### src/rtl/hdma_if.sv
// rtl/hdma_if.sv - HDMA register, HBlank and source/VRAM bus bundle
interface hdma_if;
  logic [2:0]  reg_sel;
  logic        reg_wr;
  logic        reg_rd;
  logic [7:0]  wdata;
  logic [7:0]  rdata;
  logic        hblank;
  logic        lcd_on;
  logic [15:0] dma_a;
  logic        dma_rd;
  logic [7:0]  dma_rdata;
  logic [12:0] ma;
  logic [7:0]  ma_wdata;
  logic        vram_wr;
  logic        dma_run;

  modport master (
    input  reg_sel, reg_wr, reg_rd, wdata, hblank, lcd_on, dma_rdata,
    output rdata, dma_a, dma_rd, ma, ma_wdata, vram_wr, dma_run
  );

  modport slave (
    output reg_sel, reg_wr, reg_rd, wdata, hblank, lcd_on, dma_rdata,
    input  rdata, dma_a, dma_rd, ma, ma_wdata, vram_wr, dma_run
  );
endinterface

### src/rtl/hdma_ctl.sv
// rtl/hdma_ctl.sv - block-transfer DMA into VRAM; HDMA_HBLANK_EN adds HBlank mode and cancel
module hdma_ctl #(
  parameter int BLOCK_BYTES = 16,
  parameter int LEN_W       = 7
) (
  input  logic   clk1,
  input  logic   reset,
  hdma_if.master bus
);
  localparam int         OFF_W   = $clog2(BLOCK_BYTES);
  localparam logic [7:0] LO_MASK = 8'hFF << OFF_W;

  typedef enum logic [1:0] {IDLE, WAIT_HB, RD, WR} state_t;

  state_t           state;
  logic [15:0]      src;
  logic [12:0]      dst;
  logic [LEN_W-1:0] rem_m1;
  logic             hb_mode;
  logic             cancel_req;
  logic             cancelled;
  logic [7:0]       status;

  // Addresses are block aligned, so the low source bits double as the byte-in-block counter.
  logic blk_last;
  logic ctl_wr;
  logic cancel_wr;
  logic hb_start;
  assign blk_last  = &src[OFF_W-1:0];
  assign ctl_wr    = bus.reg_wr && (bus.reg_sel == 3'd4);
  assign cancel_wr = hb_mode && ctl_wr && !bus.wdata[7];

`ifdef HDMA_HBLANK_EN
  logic hb_q;
  logic hb_rise;
  assign hb_start = bus.wdata[7];
  assign hb_rise  = bus.hblank && !hb_q && bus.lcd_on;

  always_ff @(posedge clk1) begin
    if (reset) hb_q <= 1'b0;
    else       hb_q <= bus.hblank;
  end
`else
  logic unused_hb;
  assign hb_start  = 1'b0;
  assign unused_hb = &{1'b0, bus.hblank, bus.lcd_on};
`endif

  always_ff @(posedge clk1) begin
    if (reset) begin
      state        <= IDLE;
      src          <= '0;
      dst          <= '0;
      rem_m1       <= '0;
      hb_mode      <= 1'b0;
      cancel_req   <= 1'b0;
      cancelled    <= 1'b0;
      bus.dma_a    <= '0;
      bus.dma_rd   <= 1'b0;
      bus.ma       <= '0;
      bus.ma_wdata <= '0;
      bus.vram_wr  <= 1'b0;
      bus.dma_run  <= 1'b0;
    end else begin
      bus.dma_rd  <= 1'b0;
      bus.vram_wr <= 1'b0;
      case (state)
        IDLE: begin
          if (bus.reg_wr) begin
            case (bus.reg_sel)
              3'd0: src[15:8] <= bus.wdata;
              3'd1: src[7:0]  <= bus.wdata & LO_MASK;
              3'd2: dst[12:8] <= bus.wdata[4:0];
              3'd3: dst[7:0]  <= bus.wdata & LO_MASK;
              3'd4: begin
                rem_m1     <= bus.wdata[LEN_W-1:0];
                hb_mode    <= hb_start;
                cancel_req <= 1'b0;
                cancelled  <= 1'b0;
                if (hb_start) begin
                  state <= WAIT_HB;
                end else begin
                  state       <= RD;
                  bus.dma_a   <= src;
                  bus.dma_rd  <= 1'b1;
                  bus.dma_run <= 1'b1;
                end
              end
              default: ;
            endcase
          end
        end
`ifdef HDMA_HBLANK_EN
        WAIT_HB: begin
          if (cancel_wr) begin
            state     <= IDLE;
            cancelled <= 1'b1;
          end else if (hb_rise) begin
            state       <= RD;
            bus.dma_a   <= src;
            bus.dma_rd  <= 1'b1;
            bus.dma_run <= 1'b1;
          end
        end
`endif
        RD: begin
          if (cancel_wr) cancel_req <= 1'b1;
          state        <= WR;
          bus.ma       <= dst;
          bus.ma_wdata <= bus.dma_rdata;
          bus.vram_wr  <= 1'b1;
        end
        WR: begin
          if (cancel_wr) cancel_req <= 1'b1;
          src <= src + 16'd1;
          dst <= dst + 13'd1;
          if (!blk_last) begin
            state      <= RD;
            bus.dma_a  <= src + 16'd1;
            bus.dma_rd <= 1'b1;
          end else if (rem_m1 == '0) begin
            state       <= IDLE;
            bus.dma_run <= 1'b0;
            cancel_req  <= 1'b0;
          end else begin
            rem_m1 <= rem_m1 - 1'b1;
            if (cancel_req || cancel_wr) begin
              state       <= IDLE;
              bus.dma_run <= 1'b0;
              cancel_req  <= 1'b0;
              cancelled   <= 1'b1;
            end else if (hb_mode) begin
              state       <= WAIT_HB;
              bus.dma_run <= 1'b0;
            end else begin
              state      <= RD;
              bus.dma_a  <= src + 16'd1;
              bus.dma_rd <= 1'b1;
            end
          end
        end
        default: state <= IDLE;
      endcase
    end
  end

  always_comb begin
    status = 8'hFF;
    if (state != IDLE) status = {1'b0, 7'(rem_m1)};
    else if (cancelled) status = {1'b1, 7'(rem_m1)};
  end

  assign bus.rdata = (bus.reg_rd && bus.reg_sel == 3'd4) ? status : 8'hFF;
endmodule

### src/flat_wrapper.sv
// flat-port wrapper written by rule: the top's interface ports become plain ports
module hdma_ctl_flat 
#(
  parameter int BLOCK_BYTES = 16,
  parameter int LEN_W       = 7
)
  (clk1, reset, bus_reg_sel, bus_reg_wr, bus_reg_rd, bus_wdata, bus_hblank, bus_lcd_on, bus_dma_rdata, bus_rdata, bus_dma_a, bus_dma_rd, bus_ma, bus_ma_wdata, bus_vram_wr, bus_dma_run);
  hdma_if bus_i ();
  input  logic clk1;
  input  logic reset;
  input wire logic [$bits(bus_i.reg_sel)-1:0] bus_reg_sel;
  input wire logic [$bits(bus_i.reg_wr)-1:0] bus_reg_wr;
  input wire logic [$bits(bus_i.reg_rd)-1:0] bus_reg_rd;
  input wire logic [$bits(bus_i.wdata)-1:0] bus_wdata;
  input wire logic [$bits(bus_i.hblank)-1:0] bus_hblank;
  input wire logic [$bits(bus_i.lcd_on)-1:0] bus_lcd_on;
  input wire logic [$bits(bus_i.dma_rdata)-1:0] bus_dma_rdata;
  output wire logic [$bits(bus_i.rdata)-1:0] bus_rdata;
  output wire logic [$bits(bus_i.dma_a)-1:0] bus_dma_a;
  output wire logic [$bits(bus_i.dma_rd)-1:0] bus_dma_rd;
  output wire logic [$bits(bus_i.ma)-1:0] bus_ma;
  output wire logic [$bits(bus_i.ma_wdata)-1:0] bus_ma_wdata;
  output wire logic [$bits(bus_i.vram_wr)-1:0] bus_vram_wr;
  output wire logic [$bits(bus_i.dma_run)-1:0] bus_dma_run;
  assign bus_i.reg_sel = bus_reg_sel;
  assign bus_i.reg_wr = bus_reg_wr;
  assign bus_i.reg_rd = bus_reg_rd;
  assign bus_i.wdata = bus_wdata;
  assign bus_i.hblank = bus_hblank;
  assign bus_i.lcd_on = bus_lcd_on;
  assign bus_i.dma_rdata = bus_dma_rdata;
  assign bus_rdata = bus_i.rdata;
  assign bus_dma_a = bus_i.dma_a;
  assign bus_dma_rd = bus_i.dma_rd;
  assign bus_ma = bus_i.ma;
  assign bus_ma_wdata = bus_i.ma_wdata;
  assign bus_vram_wr = bus_i.vram_wr;
  assign bus_dma_run = bus_i.dma_run;
  hdma_ctl #(.BLOCK_BYTES(BLOCK_BYTES), .LEN_W(LEN_W)) u_core (.clk1(clk1), .reset(reset), .bus(bus_i));
endmodule
### config.mk
export PLATFORM = sky130hd
export DESIGN_NAME = hdma_ctl_flat
export DESIGN_NICKNAME = d
export VERILOG_FILES = /design/src/rtl/hdma_if.sv /design/src/rtl/hdma_ctl.sv /design/src/flat_wrapper.sv
export SDC_FILE = /design/constraint.sdc
export NUM_CORES = 1
export LEC_CHECK = 0
export BUFFER_PORTS_ARGS = -buffer_cell sky130_fd_sc_hd__buf_2
export CORE_MARGIN = 3
export CORE_UTILIZATION = 57
export DETAILED_ROUTE_END_ITERATION = 7
export GPL_TIMING_DRIVEN = 0
export PLACE_DENSITY = 0.92
export SLEW_MARGIN = 10
export SYNTH_ARGS = -nofsm -noshare
export SYNTH_HDL_FRONTEND = slang
export SYNTH_SLANG_ARGS = --single-unit
### constraint.sdc
create_clock -name clk1 -period 2.75 [get_ports clk1]
set_clock_uncertainty 0.2 [all_clocks]
set_input_delay 0.4125 -clock clk1 [delete_from_list [all_inputs] [get_ports clk1]]
set_output_delay 0.4125 -clock clk1 [all_outputs]
set_load 0.005 [all_outputs]
== After elaboration in Yosys (flattened, before gate mapping) ==
Cells that the tools add are included.

* Register bits after elaboration: 80
* Input bits: 25

* Add/subtract/negate cells: 3
* Eq/ne operators: 18
* Multiplexer cells: 49
* Bitwise operators: 1
* Reductions and logical operators: 18

{| class="wikitable"
|+ Operator list
! operator !! number
|-
| $mux 16 || 6
|-
| $pmux 16 s2 || 2
|-
| $mux 8 || 5
|-
| $mux 7 || 5
|-
| $pmux 13 s2 || 1
|-
| $reduce_and 5->1 || 4
|-
| $mux 1 || 17
|-
| $add 16x1->16 const B || 1
|-
| $pmux 7 s2 || 1
|-
| $add 13x1->13 const B || 1
|-
| $mux 13 || 1
|-
| $ne 2x2->1 const B || 6
|-
| $reduce_and 3->1 || 4
|-
| $mux 2 || 5
|-
| $pmux 1 s2 || 4
|-
| $logic_not 7->1 || 1
|-
| $sub 7x1->7 const B || 1
|-
| $eq 3x2->1 const B || 2
|-
| $ne 2x1->1 const B || 3
|-
| $ne 3x3->1 const B || 2
|-
| $pmux 2 s3 || 1
|-
| $reduce_and 6->1 || 1
|-
| $mux 5 || 1
|-
| $eq 2x2->1 const B || 2
|-
| 11 further kinds || 12
|}

== Longest topological paths before layout ==
Gate-level depths: netlist of run 1.

* Depth after elaboration: 5
* Mapped depth: 10
* Mapped depth without buffers: 6

== Least setup slack after synthesis of run 1 ==
Ideal clock, no wire load.

* Path kind: register -> register
* Start: register u_core.src[1]
* End: register u_core.bus.dma_a[11]
* Library setup time: 0.086 ns
* Arrival: 1.797 ns
* Slack: 0.667 ns
* Cell stages (with the launch flop): 9
* Buffers on the path: 3
* Path through: dfxtp_1 -> ha_1 -> and3_1 -> buf_2 -> nand4_2 -> and2_1 -> buf_2 -> buf_2 -> a211oi_1

* Word-level cells in the longest chain between the ends: 5

{| class="wikitable"
|+ Ends and longest elaborated chain
! element !! line !! RTL
|-
| from (decl) || hdma_ctl.sv:16 || <nowiki>logic [15:0] src;</nowiki>
|-
| from (signal assigned) || hdma_ctl.sv:72 || <nowiki>3'd1: src[7:0] <= bus.wdata & LO_MASK;</nowiki>
|-
| from (signal assigned) || hdma_ctl.sv:115 || <nowiki>src <= src + 16'd1;</nowiki>
|-
| $add 16x1->16 || hdma_ctl.sv:119, hdma_ctl.sv:137 ||
|-
| $mux 16 || hdma_ctl.sv:127 || <nowiki>if (cancel_req || cancel_wr) begin</nowiki>
|-
| $mux 16 || hdma_ctl.sv:121 || <nowiki>end else if (rem_m1 == '0) begin</nowiki>
|-
| $mux 16 || hdma_ctl.sv:117 || <nowiki>if (!blk_last) begin</nowiki>
|-
| $pmux 16 s2 || hdma_ctl.sv:67 || <nowiki>case (state)</nowiki>
|-
| to (signal assigned) || hdma_ctl.sv:84 || <nowiki>bus.dma_a <= src;</nowiki>
|-
| to (signal assigned) || hdma_ctl.sv:119 || <nowiki>bus.dma_a <= src + 16'd1;</nowiki>
|-
| to (signal assigned) || hdma_ctl.sv:137 || <nowiki>bus.dma_a <= src + 16'd1;</nowiki>
|-
| to (decl) || hdma_if.sv:20 || <nowiki>output rdata, dma_a, dma_rd, ma, ma_wdata, vram_wr, dma_run</nowiki>
|}

Parallel ways exist; a longest one is shown, timed or not. The select of a mux whose other input is x is not followed.
A chain may end at the register's enable or synchronous reset.

== Worst setup path after layout of run 1 ==
* Start: register u_core.state[0]
* End: register u_core.src[10]

* Word-level cells in the longest chain between the ends: 3

{| class="wikitable"
|+ Ends and longest elaborated chain
! element !! line !! RTL
|-
| from (decl) || hdma_ctl.sv:15 || <nowiki>state_t state;</nowiki>
|-
| from (signal assigned) || hdma_ctl.sv:51 || <nowiki>state <= IDLE;</nowiki>
|-
| from (signal assigned) || hdma_ctl.sv:81 || <nowiki>state <= WAIT_HB;</nowiki>
|-
| from (signal assigned) || hdma_ctl.sv:83 || <nowiki>state <= RD;</nowiki>
|-
| $logic_not 2->1 or $eq 2x2->1 (tied branches) || hdma_ctl.sv:67 ||
|-
| $ne 2x2->1 (no source line) or $reduce_bool 2->1 (tied branches) || -- ||
|-
| $reduce_and 3->1 (no source line) || -- ||
|-
| to (signal assigned) || hdma_ctl.sv:71 || <nowiki>3'd0: src[15:8] <= bus.wdata;</nowiki>
|-
| to (signal assigned) || hdma_ctl.sv:115 ||
|}

Parallel ways exist; a longest one is shown, timed or not.

==> impl_metrics.json, run 1 <==
{
  "fmax_ghz": 0.379,
  "wl_met1_um": 4950,
  "route.met3.wl_um": 1310,
  "yosysTopAreaCell": "dfxtp_1",
  "dieArea_sq_um": 8800,
  "dp_slack_ns": 0.211,
  "num_rows": 31,
  "crit_chain": "ha_1, buf_2, buf_1, buf_1, nand3b_1, a31oi_1",
  "clock-sinks": 79,
  "dr_total_vias": 4601,
  "wl_per_cell_um": 17.9,
  "numCtsBuffers": 9,
  "antenna_found_initial": 0,
  "routed_wl_um": 12700,
  "netlist_area_sq_um": 4390,
  "crit_arrival_ns": 2.73,
  "worst_slack_ns": 0.114,
  "end_kind": "flip-flop",
  "slew_viol_final": 0,
  "critical_path_required_ns": 2.85,
  "ys_top_cells_by_count": "79 x dfxtp_1, 47 x nor2_1, 45 x a21oi_1, 29 x mux2i_1, 26 x nand2_1",
  "grt_pass1_wl_um": 20800,
  "r2r_cells": 6,
  "cts_tree": "built",
  "p_per_area_nw_per_um2": 594,
  "setup_viol": 0,
  "yosys_most_used_dff": "dfxtp_1",
  "instances_no_fill": 710,
  "area_delta_synth_final_pct": 14.5,
  "pin_count": 73,
  "postRouteAntennaNets": 0,
  "drcViolationCount": 0,
  "synth.area.top_cells": "dfxtp_1 36%, mux2i_1 6.6%, a21oi_1 5.1%, nor2_1 4.0%, a211oi_1 3.8%",
  "hp-class": "primary input to flip-flop",
  "avgSynthCellArea_sq_um": 8.29,
  "cts-htree-levels": 3,
  "place_congestion": 0.951,
  "max_slew.worst_pin.slew_ns": 0.871,
  "worstReg2RegStart": "u_core.state[0]$_SDFFE_PP0P_",
  "die_h_um": 93.8,
  "drtPass1Iterations": 6,
  "r2r-end": "u_core.src[10]$_SDFFE_PP0P_",
  "rsz0062_at_grt": "no",
  "path_class": "flip-flop to flip-flop",
  "portBuffers": 66,
  "grt_max_degree": 16,
  "placedInstanceArea_sq_um": 4850,
  "synth_edf_count": 0,
  "cts_hold_buf": 0,
  "path_buf_inv": 3,
  "dpl.cell_count": 695,
  "clockBufferDepth": 2,
  "grt_overflow_total": 0,
  "startpoint_type": "flip-flop",
  "syn_inst": 530,
  "drive_gt1_share_pct": 20.0,
  "setup_tns_ns": 0,
  "dp_hpwl_um": 9440,
  "fin_area_sq_um": 5030,
  "slowest_delay_ns": 0.54,
  "ys_seq_area_share_pct": 36.0,
  "syn-num-nets": 562,
  "dieWidth_um": 93.8,
  "drt-initial-drc-count": 518,
  "postCtsSetupBuffers": 0,
  "ys_ff_latch": 79,
  "grt_pass1_vias": 4288,
  "yosysMostFrequentCell": "dfxtp_1",
  "critPathTopFamily": "buffers and inverters",
  "worstSkewPairLatency_ns": 0.37,
  "fin_nets": 638,
  "async_reset_ff_share_pct": 0,
  "hold_viol_final": 0,
  "ctsResizeCount": 0,
  "cts.clk_slew.worst_paths_ns": 0.09,
  "rrSetupSlack_ns": 0.11,
  "ys.warnings.count": 0,
  "holdWs_ns": 0.0810,
  "diodes": 0,
  "met2WireLength_um": 5950,
  "vdd_drop_max_v": 0.000557,
  "drv_cap": 0,
  "outcome": "finished, final reports clean",
  "core-area_sq_um": 7370,
  "track_usage_pct": 30.0,
  "post-route-period-util_pct": 95.9,
  "synth_top_area_share_pct": 36.0,
  "cp_slowest_cell": "buf_1",
  "min_from": "bus_dma_rdata[0]",
  "cts_root_buffer": "clkbuf_8",
  "min_period_ns": 2.64,
  "maxSlewHeadroom_pct": 41.3,
  "routed_via_density": 6.48,
  "crit_fanout": 10,
  "power_leakage_nw": 1.80,
  "dr.max_layer_used": "met4",
  "worstHoldEndpoint": "u_core.bus.ma_wdata[0]$_SDFFE_PP0P_",
  "holdPathStages": 3,
  "start_util_pct": 59.6,
  "cpMostUsedCell": "buf_1",
  "ys_types": 66
}
==> kinds of logic (layout without fill, tap and decap cells) <==
kind of cell	after synthesis	count (layout)	share of synthesized area, %
buffers and inverters	62	143	6.01
DFF	79	79	36.0
muxes	29	29	6.61
and+or+nand+nor	184	184	23.5
xor gates and xnor gates	13	13	2.59
adders and majority gates	7	7	1.99
AOI/OAI and AO/OA	156	156	23.3
==> area by class of cell <==
class                           count  area [sq um]
Buffer                             43           193
Clock buffer                        9           124
Clock inverter                      7          56.3
Fill cell                         586          2340
Inverter                           18          71.3
Multi-Input combinational cell    389          2550
Sequential cell                    79          1580
Tap cell                           99           124
Timing Repair Buffer               66           330
==> placed cells by master, fill, tap and decap left out, types with 6 or more instances in the layout <==
master     n
a211oi_1  22
o21ai_0   19
nand2_1   26
or2_2      6
a31oi_1   16
ha_1       7
clkbuf_8   9
xnor2_1   10
nand2b_1   6
a21oi_1   45
clkbuf_1  18
nor2b_1    8
nand3_1   17
o21a_1     9
mux2i_1   29
inv_1     16
buf_2     81
buf_1      7
nor3_1    13
o32ai_1    6
nand4_1   19
dfxtp_1   79
nor2_1    47
nor4_1    10
==> sequential cells by signal, indices dropped and copies added, names as in the netlist <==
signal and flops:
u_core.bus.dma_a 16, u_core.bus.dma_rd 1, u_core.bus.dma_run 1, u_core.bus.ma 13
u_core.bus.ma_wdata 8, u_core.bus.vram_wr 1, u_core.cancelled 1, u_core.dst 13
u_core.rem_m1 7, u_core.src 16, u_core.state 2
==> power by group <==
part | switching (W) | internal, W | total [W] | leakage, nW
logic | 0.000534 | 0.000326 | 0.000860 | 1.08
clock network | 0.000487 | 0.000335 | 0.000822 | 0.0785
registers | 0.0000679 | 0.00124 | 0.00130 | 0.640
==> tightest hold or removal path, delay by kind of cell <==
family        cells  cell delay, ns
simple gates      1            0.08
buf+inv           1            0.08
mux               1            0.06
==> metal layers <==
| metal | GRT usage (%) | up-vias |
|---|---|---|
| met2 | 49.5 | 285 |
| met4 | 15.2 | 0 |
| met5 | 0 | - |
| li1 | - | 2124 |
| met3 | 6.57 | 56 |
| met1 | 36.6 | 2136 |
==> per-stage QoR <==
stage          power [W]  util (%)
3_3_place_gp     0.00212      65.8
6_report         0.00299      68.3
3_5_place_dp     0.00217      65.8
2_1_floorplan    0.00191         -
4_1_cts          0.00296      68.2
5_1_grt          0.00312      68.3
==> worst max path at each step <==
stage,startpoint,endpoint,cells after the start
2_1_floorplan,u_core.src[1]$_SDFFE_PP0P_,u_core.bus.dma_a[11]$_SDFFE_PP0P_,8
3_3_place_gp,u_core.state[1]$_SDFFE_PP0P_,u_core.rem_m1[2]$_SDFFE_PP0P_,6
3_5_place_dp,u_core.state[0]$_SDFFE_PP0P_,u_core.src[8]$_SDFFE_PP0P_,6
4_1_cts,u_core.state[0]$_SDFFE_PP0P_,bus_rdata[6],7
5_1_grt,u_core.state[1]$_SDFFE_PP0P_,u_core.dst[4]$_SDFFE_PP0P_,6
6_report,u_core.state[0]$_SDFFE_PP0P_,u_core.src[10]$_SDFFE_PP0P_,6
No activity file was read; power rests on OpenSTA's default activity.
==> run 2: changes to the inputs <==
--- a/config.mk
+++ b/config.mk
@@ -5,12 +5,13 @@
 export SDC_FILE = /design/constraint.sdc
 export NUM_CORES = 1
 export LEC_CHECK = 0
-export BUFFER_PORTS_ARGS = -buffer_cell sky130_fd_sc_hd__buf_2
+export CORE_ASPECT_RATIO = 1.25
 export CORE_MARGIN = 3
-export CORE_UTILIZATION = 57
+export CORE_UTILIZATION = 64
 export DETAILED_ROUTE_END_ITERATION = 7
+export DONT_BUFFER_PORTS = 1
 export GPL_TIMING_DRIVEN = 0
-export PLACE_DENSITY = 0.92
+export PLACE_DENSITY = 0.91
 export SLEW_MARGIN = 10
 export SYNTH_ARGS = -nofsm -noshare
 export SYNTH_HDL_FRONTEND = slang
==> run 2 against run 1 <==
The flow now finishes with violations (negative hold slack). Clock power rose by 2.8%. Cell count fell by 10%. Wire length fell by 0.72%. Critical path depth rose by 1.
==> impl_metrics.json, run 2 (same netlist as run 1, synthesis figures left out) <==
{
  "fmax_ghz": 0.389,
  "setup_tns_ns": 0,
  "pin_count": 73,
  "start_util_pct": 66.5,
  "drv_cap": 0,
  "post-route-period-util_pct": 93.4,
  "holdWs_ns": -0.00808,
  "track_usage_pct": 32.0,
  "dieWidth_um": 80.1,
  "nFillCells": 522,
  "dieArea_sq_um": 7900,
  "min_period_ns": 2.57,
  "p_per_area_nw_per_um2": 624,
  "vdd_drop_max_v": 0.000583,
  "placedInstanceArea_sq_um": 4500,
  "grt_max_degree": 16,
  "violations": "negative hold slack",
  "routed_via_density": 6.85,
  "fin_area_sq_um": 4750,
  "grt_overflow_total": 0,
  "fin_nets": 578,
  "startpoint_type": "flip-flop",
  "layout_commonest_cell": "dfxtp_1",
  "hold_viol_final": 1,
  "num_rows": 33,
  "hp-class": "primary input to flip-flop",
  "dr_total_vias": 4369,
  "clock-sinks": 79,
  "instances_no_fill": 638,
  "crit_arrival_ns": 2.63,
  "power_leakage_nw": 1.54,
  "area_delta_synth_final_pct": 8.06,
  "dp_hpwl_um": 8980,
  "grt_pass1_vias": 4149,
  "worstSkewPairLatency_ns": 0.37,
  "routed_wl_um": 12700,
  "core-area_sq_um": 6610,
  "rsz0062_at_grt": "no",
  "outcome": "finished with violations",
  "drt-initial-drc-count": 448,
  "reg_top3": "u_core.bus.dma_a: 16 flops, u_core.src: 16 flops",
  "setup_viol": 0,
  "maxSlewHeadroom_pct": 36.9,
  "path_class": "flip-flop to flip-flop",
  "crit_fanout": 10,
  "antenna_found_initial": 0,
  "wl_per_cell_um": 19.8,
  "drive_gt1_share_pct": 10.3,
  "slew_viol_final": 0,
  "cts_root_buffer": "clkbuf_8",
  "clockBufferDepth": 2,
  "cts_tree": "built",
  "numCtsBuffers": 9,
  "grt_pass1_wl_um": 20000,
  "drtPass1Iterations": 5,
  "postCtsSetupBuffers": 0,
  "dpl.cell_count": 617,
  "max_slew.worst_pin.slew_ns": 0.936,
  "mostFrequentLayoutCells": "79 x dfxtp_1, 47 x nor2_1, 45 x a21oi_1",
  "portBuffers": 0,
  "end_kind": "flip-flop",
  "cts-htree-levels": 3,
  "drcViolationCount": 0,
  "die_h_um": 98.6,
  "critical_path_required_ns": 2.81,
  "place_congestion": 0.946,
  "diodes": 0,
  "postRouteAntennaNets": 0,
  "cts.clk_slew.worst_paths_ns": 0.09
}
## run 2: cell count changes in the layout (fill, tap and decap cells not counted)
cell / previous run / this run
buf_1: 7 / 6
dlygate4sd3_1: 0 / 5
clkinvlp_4: 5 / 2
o21ai_1: 3 / 4
o21ai_2: 2 / 1
clkbuf_8: 9 / 10
inv_6: 2 / 4
clkbuf_2: 1 / 3
buf_2: 81 / 15
## run 2: final cells by class
class | count | area [sq um] | area share [%]
plain buffers | 44 | 199 | 4.19
clock buffers | 10 | 138 | 2.90
clock inverters | 6 | 51.3 | 1.08
inverters | 18 | 71.3 | 1.50
multi-input cells | 389 | 2550 | 53.7
flip-flops and latches | 79 | 1580 | 33.3
well taps | 87 | 109 | 2.29
repair buffers | 5 | 50.0 | 1.05
## run 2: final timing paths
check / endpoint / cells past startpoint / startpoint / slack, ns
min reg2reg: u_core.cancelled$_SDFFE_PP0P_ / 1 / u_core.cancelled$_SDFFE_PP0P_ / 0.29
max: u_core.dst[11]$_SDFFE_PP0P_ / 7 / u_core.state[0]$_SDFFE_PP0P_ / 0.18
max reg2reg: u_core.dst[11]$_SDFFE_PP0P_ / 7 / u_core.state[0]$_SDFFE_PP0P_ / 0.18
min: u_core.bus.ma_wdata[6]$_SDFFE_PP0P_ / 2 / bus_dma_rdata[6] / -0.008
## run 2: critical path, stage by stage (launching register included)
cell and delay [ns]:
dfxtp_1 0.35, inv_1 0.09, ha_1 0.14, buf_2 0.22, nand2_1 0.24, o41ai_2 0.80, nand4_1 0.17, o211a_1 0.24
## run 2: through the flow
stage	hold slack (ns)	total power, W	util, %	worst slack, ns
finish	-0.00808	0.00296	71.9	0.181
global route	0.0181	0.00309	71.9	0.0180
global placement	0.261	0.00207	68.1	0.192
CTS	0.00584	0.00293	71.8	0.0912
detailed placement	0.269	0.00210	68.1	0.121
floorplan	0.254	0.00191	-	0.667
## run 2: report_power, final
group	total (W)	internal, W	switching, W
logic	0.000793	0.000285	0.000508
clock network	0.000845	0.000367	0.000479
registers	0.00132	0.00124	0.0000839
total	0.00296	0.00189	0.00107
## run 2: what timing repair did
item / in CTS / in global routing
endpoints found under the hold margin: 5 / 0
resized for setup: 0 / 4
hold buffers: 5 / 0
setup endpoints to repair: 0 / 21
## run 2: layer usage
metal	vias to the layer above	GRT usage, %	wire length, um
met5	-	0	0
li1	2002	-	-
met4	0	20.9	743
met3	74	7.77	1290
met2	303	51.6	6020
met1	1990	37.3	4590
